`config.mk`:
```
export PLATFORM = sky130hd
export DESIGN_NAME = alu_op_sequencer_flat
export DESIGN_NICKNAME = d
export VERILOG_FILES = /design/src/rtl/alu_op_sequencer_if.sv /design/src/rtl/alu_op_sequencer.sv /design/src/flat_wrapper.sv
export SDC_FILE = /design/constraint.sdc
export NUM_CORES = 1
export LEC_CHECK = 0
export BUFFER_PORTS_ARGS = -buffer_cell sky130_fd_sc_hd__buf_2
export CORE_MARGIN = 4
export CORE_UTILIZATION = 40
export CTS_BUF_LIST = sky130_fd_sc_hd__clkbuf_8
export DETAILED_ROUTE_END_ITERATION = 8
export GPL_ROUTABILITY_DRIVEN = 0
export GPL_TIMING_DRIVEN = 0
export MAX_ROUTING_LAYER = met4
export PLACE_DENSITY = 0.67
export RECOVER_POWER = 100
export REMOVE_ABC_BUFFERS = 1
export SLEW_MARGIN = 15
export SYNTH_ARGS = -nofsm -noshare
export SYNTH_HDL_FRONTEND = slang
export SYNTH_SLANG_ARGS = --single-unit
```
`constraint.sdc`:
```
create_clock -name clk -period 1.5 [get_ports clk]
set_input_delay 0.375 -clock clk [delete_from_list [all_inputs] [get_ports clk]]
set_output_delay 0.375 -clock clk [all_outputs]
set_load 0.02 [all_outputs]
```
`src/rtl/alu_op_sequencer_if.sv`:
```
// Bundle of requester, response and ALU pin signals for alu_op_sequencer.
// master: requester/consumer/ALU side. slave: the sequencer itself.
interface alu_op_sequencer_if;
  logic       r0_valid;
  logic       r0_ready;
  logic [2:0] r0_op;
  logic [1:0] r0_fsel;
  logic [7:0] r0_a;
  logic [7:0] r0_b;
  logic       r0_use_acc;

  logic       r1_valid;
  logic       r1_ready;
  logic [2:0] r1_op;
  logic [1:0] r1_fsel;
  logic [7:0] r1_a;
  logic [7:0] r1_b;
  logic       r1_use_acc;

  logic        resp_valid;
  logic        resp_ready;
  logic        resp_id;
  logic [13:0] resp_result;
  logic        resp_flag;
  logic        resp_ovf;

  logic [7:0] alu_operand;
  logic [7:0] alu_ctrl;
  logic [7:0] alu_res_lo;
  logic [7:0] alu_res_hi;

  logic busy;

  modport master (
    output r0_valid, r0_op, r0_fsel, r0_a, r0_b, r0_use_acc,
    output r1_valid, r1_op, r1_fsel, r1_a, r1_b, r1_use_acc,
    input  r0_ready, r1_ready,
    input  resp_valid, resp_id, resp_result, resp_flag, resp_ovf,
    output resp_ready,
    input  alu_operand, alu_ctrl,
    output alu_res_lo, alu_res_hi,
    input  busy
  );

  modport slave (
    input  r0_valid, r0_op, r0_fsel, r0_a, r0_b, r0_use_acc,
    input  r1_valid, r1_op, r1_fsel, r1_a, r1_b, r1_use_acc,
    output r0_ready, r1_ready,
    output resp_valid, resp_id, resp_result, resp_flag, resp_ovf,
    input  resp_ready,
    output alu_operand, alu_ctrl,
    input  alu_res_lo, alu_res_hi,
    output busy
  );
endinterface

```
`src/rtl/alu_op_sequencer.sv`:
```
// alu_op_sequencer: arbitrates two requesters onto one 8-bit ALU tile and
// sequences load A / load B / execute over the ALU's single operand bus,
// returning the captured result on a valid/ready response port.
// Optional feature macro: ACCUM_EN (accumulator substitutable for operand A).
module alu_op_sequencer #(
  parameter int EXEC_WAIT = 1,
  parameter bit ARB_FIXED = 1'b0
) (
  input logic              clk,
  input logic              rst_n,
  alu_op_sequencer_if.slave bus
);

  typedef enum logic [2:0] {
    IDLE   = 3'd0,
    LOAD_A = 3'd1,
    LOAD_B = 3'd2,
    EXEC   = 3'd3,
    RESP   = 3'd4
  } state_t;

  localparam int CNT_W = (EXEC_WAIT > 1) ? $clog2(EXEC_WAIT) : 1;
  localparam logic [CNT_W-1:0] CNT_LAST = CNT_W'(EXEC_WAIT - 1);

  state_t           state;
  logic [2:0]       op_q;
  logic [1:0]       fsel_q;
  logic [7:0]       a_q;
  logic [7:0]       b_q;
  logic             id_q;
  logic             last_q;      // 1 = r1 was granted last, so r0 is favoured
  logic [CNT_W-1:0] cnt;
  logic [7:0]       operand_q;
  logic [7:0]       ctrl_q;
  logic             resp_valid_q;
  logic             resp_id_q;
  logic [13:0]      resp_result_q;
  logic             resp_flag_q;
  logic             resp_ovf_q;

  logic       gnt0;
  logic       gnt1;
  logic       accept;
  logic [2:0] sel_op;
  logic [1:0] sel_fsel;
  logic [7:0] sel_a;
  logic [7:0] sel_b;

`ifdef ACCUM_EN
  logic [7:0] acc_q;
  logic       sel_use_acc;
`else
  logic       unused_use_acc;
  assign unused_use_acc = bus.r0_use_acc ^ bus.r1_use_acc;
`endif

  // Grant: only in IDLE; single valid wins outright, contention goes to
  // the pointer (round-robin) or to r0 (fixed priority).
  always_comb begin
    gnt0 = 1'b0;
    gnt1 = 1'b0;
    if (state == IDLE) begin
      if (bus.r0_valid && bus.r1_valid) begin
        if (ARB_FIXED || last_q) gnt0 = 1'b1;
        else                     gnt1 = 1'b1;
      end else if (bus.r0_valid) begin
        gnt0 = 1'b1;
      end else if (bus.r1_valid) begin
        gnt1 = 1'b1;
      end
    end
  end

  // Select the granted requester's fields for latching at accept.
  always_comb begin
    sel_op   = gnt1 ? bus.r1_op   : bus.r0_op;
    sel_fsel = gnt1 ? bus.r1_fsel : bus.r0_fsel;
    sel_b    = gnt1 ? bus.r1_b    : bus.r0_b;
`ifdef ACCUM_EN
    sel_use_acc = gnt1 ? bus.r1_use_acc : bus.r0_use_acc;
    sel_a       = sel_use_acc ? acc_q : (gnt1 ? bus.r1_a : bus.r0_a);
`else
    sel_a       = gnt1 ? bus.r1_a : bus.r0_a;
`endif
  end

  assign accept = gnt0 | gnt1;

  // Sequencer FSM; ALU pin drive is registered so it lines up with the state.
  always_ff @(posedge clk) begin
    if (!rst_n) begin
      state         <= IDLE;
      op_q          <= 3'd0;
      fsel_q        <= 2'd0;
      a_q           <= 8'd0;
      b_q           <= 8'd0;
      id_q          <= 1'b0;
      last_q        <= 1'b1;
      cnt           <= '0;
      operand_q     <= 8'd0;
      ctrl_q        <= 8'h08;
      resp_valid_q  <= 1'b0;
      resp_id_q     <= 1'b0;
      resp_result_q <= 14'd0;
      resp_flag_q   <= 1'b0;
      resp_ovf_q    <= 1'b0;
`ifdef ACCUM_EN
      acc_q         <= 8'd0;
`endif
    end else begin
      case (state)
        IDLE: begin
          // operand keeps the last latched A so the ALU A register stays intact
          if (accept) begin
            op_q      <= sel_op;
            fsel_q    <= sel_fsel;
            a_q       <= sel_a;
            b_q       <= sel_b;
            id_q      <= gnt1;
            last_q    <= gnt1;
            operand_q <= sel_a;
            ctrl_q    <= {2'b00, sel_fsel, 1'b1, sel_op};
            state     <= LOAD_A;
          end
        end
        LOAD_A: begin
          operand_q <= b_q;
          ctrl_q    <= {2'b00, fsel_q, 1'b0, op_q};
          state     <= LOAD_B;
        end
        LOAD_B: begin
          // re-present A with en_a=1 so B is not overwritten during EXEC
          operand_q <= a_q;
          ctrl_q    <= {2'b00, fsel_q, 1'b1, op_q};
          cnt       <= '0;
          state     <= EXEC;
        end
        EXEC: begin
          if (cnt == CNT_LAST) begin
            resp_result_q <= {bus.alu_res_hi[5:0], bus.alu_res_lo};
            resp_flag_q   <= bus.alu_res_hi[6];
            resp_ovf_q    <= bus.alu_res_hi[7];
            resp_id_q     <= id_q;
            resp_valid_q  <= 1'b1;
            state         <= RESP;
          end else begin
            cnt <= cnt + CNT_W'(1);
          end
        end
        RESP: begin
          if (resp_ready_ok()) begin
            resp_valid_q <= 1'b0;
            ctrl_q       <= 8'h08;
`ifdef ACCUM_EN
            acc_q        <= resp_result_q[7:0];
`endif
            state        <= IDLE;
          end
        end
        default: state <= IDLE;
      endcase
    end
  end

  function automatic logic resp_ready_ok();
    return resp_valid_q && bus.resp_ready;
  endfunction

  assign bus.r0_ready    = gnt0;
  assign bus.r1_ready    = gnt1;
  assign bus.resp_valid  = resp_valid_q;
  assign bus.resp_id     = resp_id_q;
  assign bus.resp_result = resp_result_q;
  assign bus.resp_flag   = resp_flag_q;
  assign bus.resp_ovf    = resp_ovf_q;
  assign bus.alu_operand = operand_q;
  assign bus.alu_ctrl    = ctrl_q;
  assign bus.busy        = (state != IDLE);

endmodule

```
`src/flat_wrapper.sv`:
```
// flat-port wrapper written by rule: the top's interface ports become plain ports
module alu_op_sequencer_flat 
#(
  parameter int EXEC_WAIT = 1,
  parameter bit ARB_FIXED = 1'b0
)
  (clk, rst_n, bus_r0_valid, bus_r0_op, bus_r0_fsel, bus_r0_a, bus_r0_b, bus_r0_use_acc, bus_r1_valid, bus_r1_op, bus_r1_fsel, bus_r1_a, bus_r1_b, bus_r1_use_acc, bus_r0_ready, bus_r1_ready, bus_resp_valid, bus_resp_id, bus_resp_result, bus_resp_flag, bus_resp_ovf, bus_resp_ready, bus_alu_operand, bus_alu_ctrl, bus_alu_res_lo, bus_alu_res_hi, bus_busy);
  alu_op_sequencer_if bus_i ();
  input logic clk;
  input logic rst_n;
  input wire logic [$bits(bus_i.r0_valid)-1:0] bus_r0_valid;
  input wire logic [$bits(bus_i.r0_op)-1:0] bus_r0_op;
  input wire logic [$bits(bus_i.r0_fsel)-1:0] bus_r0_fsel;
  input wire logic [$bits(bus_i.r0_a)-1:0] bus_r0_a;
  input wire logic [$bits(bus_i.r0_b)-1:0] bus_r0_b;
  input wire logic [$bits(bus_i.r0_use_acc)-1:0] bus_r0_use_acc;
  input wire logic [$bits(bus_i.r1_valid)-1:0] bus_r1_valid;
  input wire logic [$bits(bus_i.r1_op)-1:0] bus_r1_op;
  input wire logic [$bits(bus_i.r1_fsel)-1:0] bus_r1_fsel;
  input wire logic [$bits(bus_i.r1_a)-1:0] bus_r1_a;
  input wire logic [$bits(bus_i.r1_b)-1:0] bus_r1_b;
  input wire logic [$bits(bus_i.r1_use_acc)-1:0] bus_r1_use_acc;
  output wire logic [$bits(bus_i.r0_ready)-1:0] bus_r0_ready;
  output wire logic [$bits(bus_i.r1_ready)-1:0] bus_r1_ready;
  output wire logic [$bits(bus_i.resp_valid)-1:0] bus_resp_valid;
  output wire logic [$bits(bus_i.resp_id)-1:0] bus_resp_id;
  output wire logic [$bits(bus_i.resp_result)-1:0] bus_resp_result;
  output wire logic [$bits(bus_i.resp_flag)-1:0] bus_resp_flag;
  output wire logic [$bits(bus_i.resp_ovf)-1:0] bus_resp_ovf;
  input wire logic [$bits(bus_i.resp_ready)-1:0] bus_resp_ready;
  output wire logic [$bits(bus_i.alu_operand)-1:0] bus_alu_operand;
  output wire logic [$bits(bus_i.alu_ctrl)-1:0] bus_alu_ctrl;
  input wire logic [$bits(bus_i.alu_res_lo)-1:0] bus_alu_res_lo;
  input wire logic [$bits(bus_i.alu_res_hi)-1:0] bus_alu_res_hi;
  output wire logic [$bits(bus_i.busy)-1:0] bus_busy;
  assign bus_i.r0_valid = bus_r0_valid;
  assign bus_i.r0_op = bus_r0_op;
  assign bus_i.r0_fsel = bus_r0_fsel;
  assign bus_i.r0_a = bus_r0_a;
  assign bus_i.r0_b = bus_r0_b;
  assign bus_i.r0_use_acc = bus_r0_use_acc;
  assign bus_i.r1_valid = bus_r1_valid;
  assign bus_i.r1_op = bus_r1_op;
  assign bus_i.r1_fsel = bus_r1_fsel;
  assign bus_i.r1_a = bus_r1_a;
  assign bus_i.r1_b = bus_r1_b;
  assign bus_i.r1_use_acc = bus_r1_use_acc;
  assign bus_r0_ready = bus_i.r0_ready;
  assign bus_r1_ready = bus_i.r1_ready;
  assign bus_resp_valid = bus_i.resp_valid;
  assign bus_resp_id = bus_i.resp_id;
  assign bus_resp_result = bus_i.resp_result;
  assign bus_resp_flag = bus_i.resp_flag;
  assign bus_resp_ovf = bus_i.resp_ovf;
  assign bus_i.resp_ready = bus_resp_ready;
  assign bus_alu_operand = bus_i.alu_operand;
  assign bus_alu_ctrl = bus_i.alu_ctrl;
  assign bus_i.alu_res_lo = bus_alu_res_lo;
  assign bus_i.alu_res_hi = bus_alu_res_hi;
  assign bus_busy = bus_i.busy;
  alu_op_sequencer #(.EXEC_WAIT(EXEC_WAIT), .ARB_FIXED(ARB_FIXED)) u_core (.clk(clk), .rst_n(rst_n), .bus(bus_i));
endmodule
```
### After elaboration in Yosys (flattened, before gate mapping)

Index checks and enable logic that the tools add are counted.

* flip-flop bits (word level): 61

* $add $sub $neg: 1
* eq/ne operators: 7
* muxes and demuxes: 27
* bitwise logic cells: 2
* reduce and logical (&&, ||, !) cells: 14

Operators by type and width (count)
* $mux 8: 5
* $pmux 8 s4: 1
* $pmux 8 s3: 1
* $pmux 3 s5: 1
* $mux 1: 12
* $mux 3: 4
* $reduce_and 3->1: 3
* $eq 3x2->1 const B: 2
* $reduce_and 2->1: 3
* $reduce_bool 3->1: 2
* $ne 2x1->1 const B: 2
* $pmux 1 s2: 2
* $reduce_bool 2->1: 2
* $reduce_bool 4->1: 1
* $eq 3x1->1 const B: 1
* $eq 3x3->1 const B: 1
* $logic_not 3->1: 1
* $logic_and 1x1->1: 2
* $mux 2: 1
* $ne 2x2->1 const B: 1
* $add 1x1->1 const B: 1
* $not 1->1: 1
* $or 1x1->1: 1

### Logic depth before layout (Yosys ltp)

* depth after elaboration: 7
* depth in mapped cells: 8
* gate-level depth less buffers: 5

### Worst setup path before layout

No wires, ideal clock.

* path kind: register to output
* start point: register u_core.state[1]
* end point: output bus_r0_ready
* data arrival time: 1.330 ns
* required time: 1.125 ns
* slack: -0.205 ns
* stages on the path, launching flop included: 6
* path buffers: 2
* cells stage by stage: dfxtp_1 -> nor3_2 -> clkbuf_2 -> buf_4 -> nand2_1 -> a21oi_1

* cells in the longest elaborated chain, start to end: 2

Ends and longest elaborated chain
* start: declaration: RTL line alu_op_sequencer.sv:25 `state_t state;`
* start signal: assignment: RTL line alu_op_sequencer.sv:92 `state <= IDLE;`
* start signal: assignment: RTL line alu_op_sequencer.sv:123 `state <= LOAD_A;`
* start signal: assignment: RTL line alu_op_sequencer.sv:129 `state <= LOAD_B;`
* $logic_not 3->1: RTL line alu_op_sequencer.sv:62 `if (state == IDLE) begin`
* $mux 1: RTL line alu_op_sequencer.sv:62
* end: declaration: RTL line flat_wrapper.sv:23 `output wire logic [$bits(bus_i.r0_ready)-1:0] bus_r0_ready;`

No other way between the ends.

### Worst setup path in the final report

* start point: register u_core.state[2]
* end point: output bus_r0_ready

Same word-level chain as after synthesis.

==> results.md <==
* Maximum clock path buffer count at 2
* Worst r2r dst: u_core.bus.alu_operand[6]
* Worst IR drop on VDD at approximately 0.0005 V
* Crit-path cells: nor3_4 -> buf_8 -> nand2_4 -> a21oi_2 -> buf_6
* CTS Hold Bufs at 0
* CTS sink cnt at a little under 60
* Worst-path clk slew at approximately 0.060 ns
* Comb pwr share at 29.2%
* Seq/Total Area, Yosys at 41.6%
* GRT Overall Usage at about a fifth
* Ys Warns at 0
* Clock root cell: clkbuf_8
* Register bit total from synthesis at 58
* FP Rows at 30
* R2R Setup Slk at -0.15 ns
* Worst Path Buf+Inv at 2
* Gr ovfl total at 0
* Final worst slack at -0.245 ns
* Dpl ws at -1.01 ns
* Failing checks: negative setup slack
* Port Buffer Count at 97
* Leakage at about 0.0015 uW
* GR Util met1 at between 20% and 30%
* Max FO, Critical Path at 3
* Layout cells sized above 1 at 28.4%
* Met2 usage at a little under a third
* Setup_tns at -2.27 ns
* Top Family by Delay on Critical Path: flip-flops
* Final Net Count at 516
* Die Ht at slightly above 90 um
* Post-route minimum period at 1.74 ns
* Core Area at 6790 um^2
* Routed Antenna Nets at 0
* WP data required at 1.12 ns
* HPWL Detailed at a little over 5000 um
* P_sw at between 1000 and 1500 uW
* Fmax at 0.573 GHz
* Yosys cell types at 43
* Crit path DAT at 1.37 ns
* Starting Density at 41.1%
* Hold Crit Depth at 3
* Fin cells at 550
* # setup viols final at 24
* Average cell area after synthesis at slightly above 8 um^2
* Sequential Power Share at between 40% and 50%
* Die ar. at ~8400 um^2
* Synth top area share at 41.6%
* Number of remaining DRC errors at 0
* RSZ-0062 raised after global routing: yes
* Vias/cell at around 5.2
* Max incr delay on CP at between 0.3 and 0.4 ns
* Worst slew pin tran at 0.733 ns
* Top Usage Layer GRT: met2
* Min-Delay Startpoint: bus_alu_res_hi[0]
* Grt met3 use at 4.64%
* Final clock skew at between 0.006 and 0.007 ns
* Layout Area Growth over Synthesis at 32.8%
* Largest net degree at the start of global routing at 33
* Routed WL per cell at between 15 and 20 um
* Multi-input gate area at 1540 um^2
* Int Power at ~2800 uW
* Syn Inst Count at about 350
* Inserted Diodes at 0
* Power Dens Cells at between 1000 and 1500 nW/um^2
* Post-Route WL at 8450 um
* TritonRoute pass-1 iters at 4
* Clk pwr share at between 20% and 30%
* Hold Path Sink: u_core.bus.resp_result[8]
* Max-cap violations at 0
* Mapped Area at 2790 um^2
* Initial antenna violation count at 0
* CP Capture Type: output pin
* Dpl cells at 511
* Critical path depth at 5
* Fin. Hold Viols at 0
* Die width at just over 90 um
* Number of cells on the worst reg-to-reg path at 5
* Top_reg_cell synth: dfxtp_1
* Pins Over Slew Limit at 0
* Fill count at 650
* Min-delay worst type: input port to flip-flop
* Dominant cells by area after synthesis: dfxtp_1 42%, o21ai_0 7.9%, a21oi_1 7.7%
* Crit path kind: flip-flop to output pin
* Global-route wire length before repair at 13,300 um
* Reg area at about 1200 um^2
* Period Utilization, post-route at 116%
* Leading area contributor after synthesis: dfxtp_1
* Status: finished with violations
* CTS tree: done
* Switching Fraction at between 30 and 40%
* Clock Latency Late Sink at around 0.33 ns
* Reg2reg start: u_core.state[0]
* Slew HR at around 51%
* Number of synthesized flops with an enable pin at 0
* Async S/R FF share, synth at 0%
* CTS Buf Count at 9
* Vias in the first global route at around 2,700
* DR vias at 2,871
* Crit start category: flip-flop
* Initial DRC Count at slightly below 200
* H-tree Lvls at 3
* Critical path's slowest cell: dfxtp_4
* # IOs at slightly above 100
==> cell usage in the layout, fill, tap and decap left out, drive strengths merged <==
cell,netlist,final
nor4,2,2
and2,1,2
o21ai,53,53
xor2,1,1
or2b,1,1
nor3,10,11
buf,21,87
o21bai,1,1
nor2,14,15
nor2b,2,2
inv,4,8
and3,13,13
and2b,2,2
o21a,8,8
dfxtp,58,58
or2,1,1
a211oi,1,1
conb,1,2
o21ba,1,1
nand3,8,8
a311oi,13,13
nor3b,1,1
a21oi,44,44
clkbuf,9,43
nand3b,1,1
a21boi,14,15
a22oi,8,8
nand2,51,51
nand4b,1,1
==> cell usage after synthesis (2+ instances only) <==
library cell and instances:
nor3_2 2, o21ai_0 44, a311oi_2 2, nor3_1 8
buf_4 7, nor2b_1 2, o21ai_2 2, a21oi_1 43
inv_1 3, and3_1 13, nor4_1 2, a22oi_1 8
o21a_1 8, dfxtp_1 58, a311oi_1 11, clkbuf_1 8
a21boi_0 12, buf_6 5, nand2_1 50, buf_2 8
and2b_1 2, o21ai_1 7, nand3_1 8, nor2_1 13
==> final cells by class <==
cell class | instances | share of cell area [%]
multi-input combinational | 258 | 41.6
sequential | 58 | 31.6
timing repair buffer | 120 | 19.0
clock buffer | 10 | 3.71
tap | 96 | 3.24
inverter | 4 | 0.472
clock inverter | 4 | 0.405
==> per-layer routing <==
metal	routed length, um	share of wire, %
met2	4100	49
met5	0	0
met4	104	1.2
met3	491	5.8
met1	3750	44
==> how the worst max path moves through the flow <==
stage / startpoint / to / slack, ns
6_report: u_core.state[2] / bus_r0_ready / -0.24
5_1_grt: u_core.state[2] / bus_r0_ready / -0.31
4_1_cts: u_core.state[1] / bus_r0_ready / -0.23
3_5_place_dp: u_core.state[2] / u_core.b_q[1] / -1.01
3_3_place_gp: u_core.state[2] / u_core.op_q[2] / -1.95
2_1_floorplan: u_core.state[2] / u_core.b_q[1] / -1.12
==> repair_timing <==
| action | CTS | global route |
|---|---|---|
| pin swaps | 5 | 4 |
| hold endpoints to repair | 0 | 0 |
| buffers inserted | 19 | 2 |
| gates resized for setup | 26 | 10 |
| cloned | 3 | 1 |
| setup endpoints to repair | 59 | 55 |
==> metrics by stage <==
stage	utilization, %	area (um^2)	power [uW]	hold WS, ns
after global placement	47.3	3220	2760	0.439
after floorplan	-	2610	2440	0.428
after CTS	54.5	3710	4180	0.268
after detailed placement	47.9	3260	2810	0.445
after global routing	54.6	3710	4370	0.278
final	54.6	3710	4170	0.280
==> sequential cells by signal (all words and copies together) (netlist names) <==
| name | flops |
|---|---|
| u_core.fsel_q | 2 |
| u_core.last_q | 1 |
| u_core.bus.resp_result | 14 |
| u_core.b_q | 8 |
| u_core.bus.resp_ovf | 1 |
| u_core.a_q | 8 |
| u_core.bus.resp_flag | 1 |
| u_core.bus.alu_operand | 8 |
| u_core.id_q | 1 |
| u_core.bus.alu_ctrl | 6 |
| u_core.state | 3 |
| u_core.bus.resp_valid | 1 |
| u_core.op_q | 3 |
| u_core.bus.resp_id | 1 |
==> worst reg2reg max path, cell delays in order (launching register included) <==
cell      delay, ns
dfxtp_4        0.35
buf_4          0.19
and2b_2        0.29
o21bai_2       0.37
o21ai_0        0.19
a21oi_1        0.18
==> kinds of logic after synthesis <==
| logic type | count (synthesis) | synth area share [%] |
|---|---|---|
| DFF | 58 | 41.6 |
| xor gates and xnor gates | 1 | 0.314 |
| AOI/OAI and AO/OA | 143 | 32.0 |
| other | 1 | 0.134 |
| and+or+nand+nor | 108 | 18.7 |
| buffers and inverters | 34 | 7.34 |
==> power by group through the flow <==
stage | Clock, uW | Sequential, uW | Combinational (uW)
floorplan | 0 | 1910 | 535
global placement | 0 | 1830 | 928
detailed placement | 0 | 1840 | 969
CTS | 1180 | 1790 | 1210
global route | 1230 | 1810 | 1330
finish | 1160 | 1790 | 1220
Note: power is estimated with default switching activity, not from simulation.
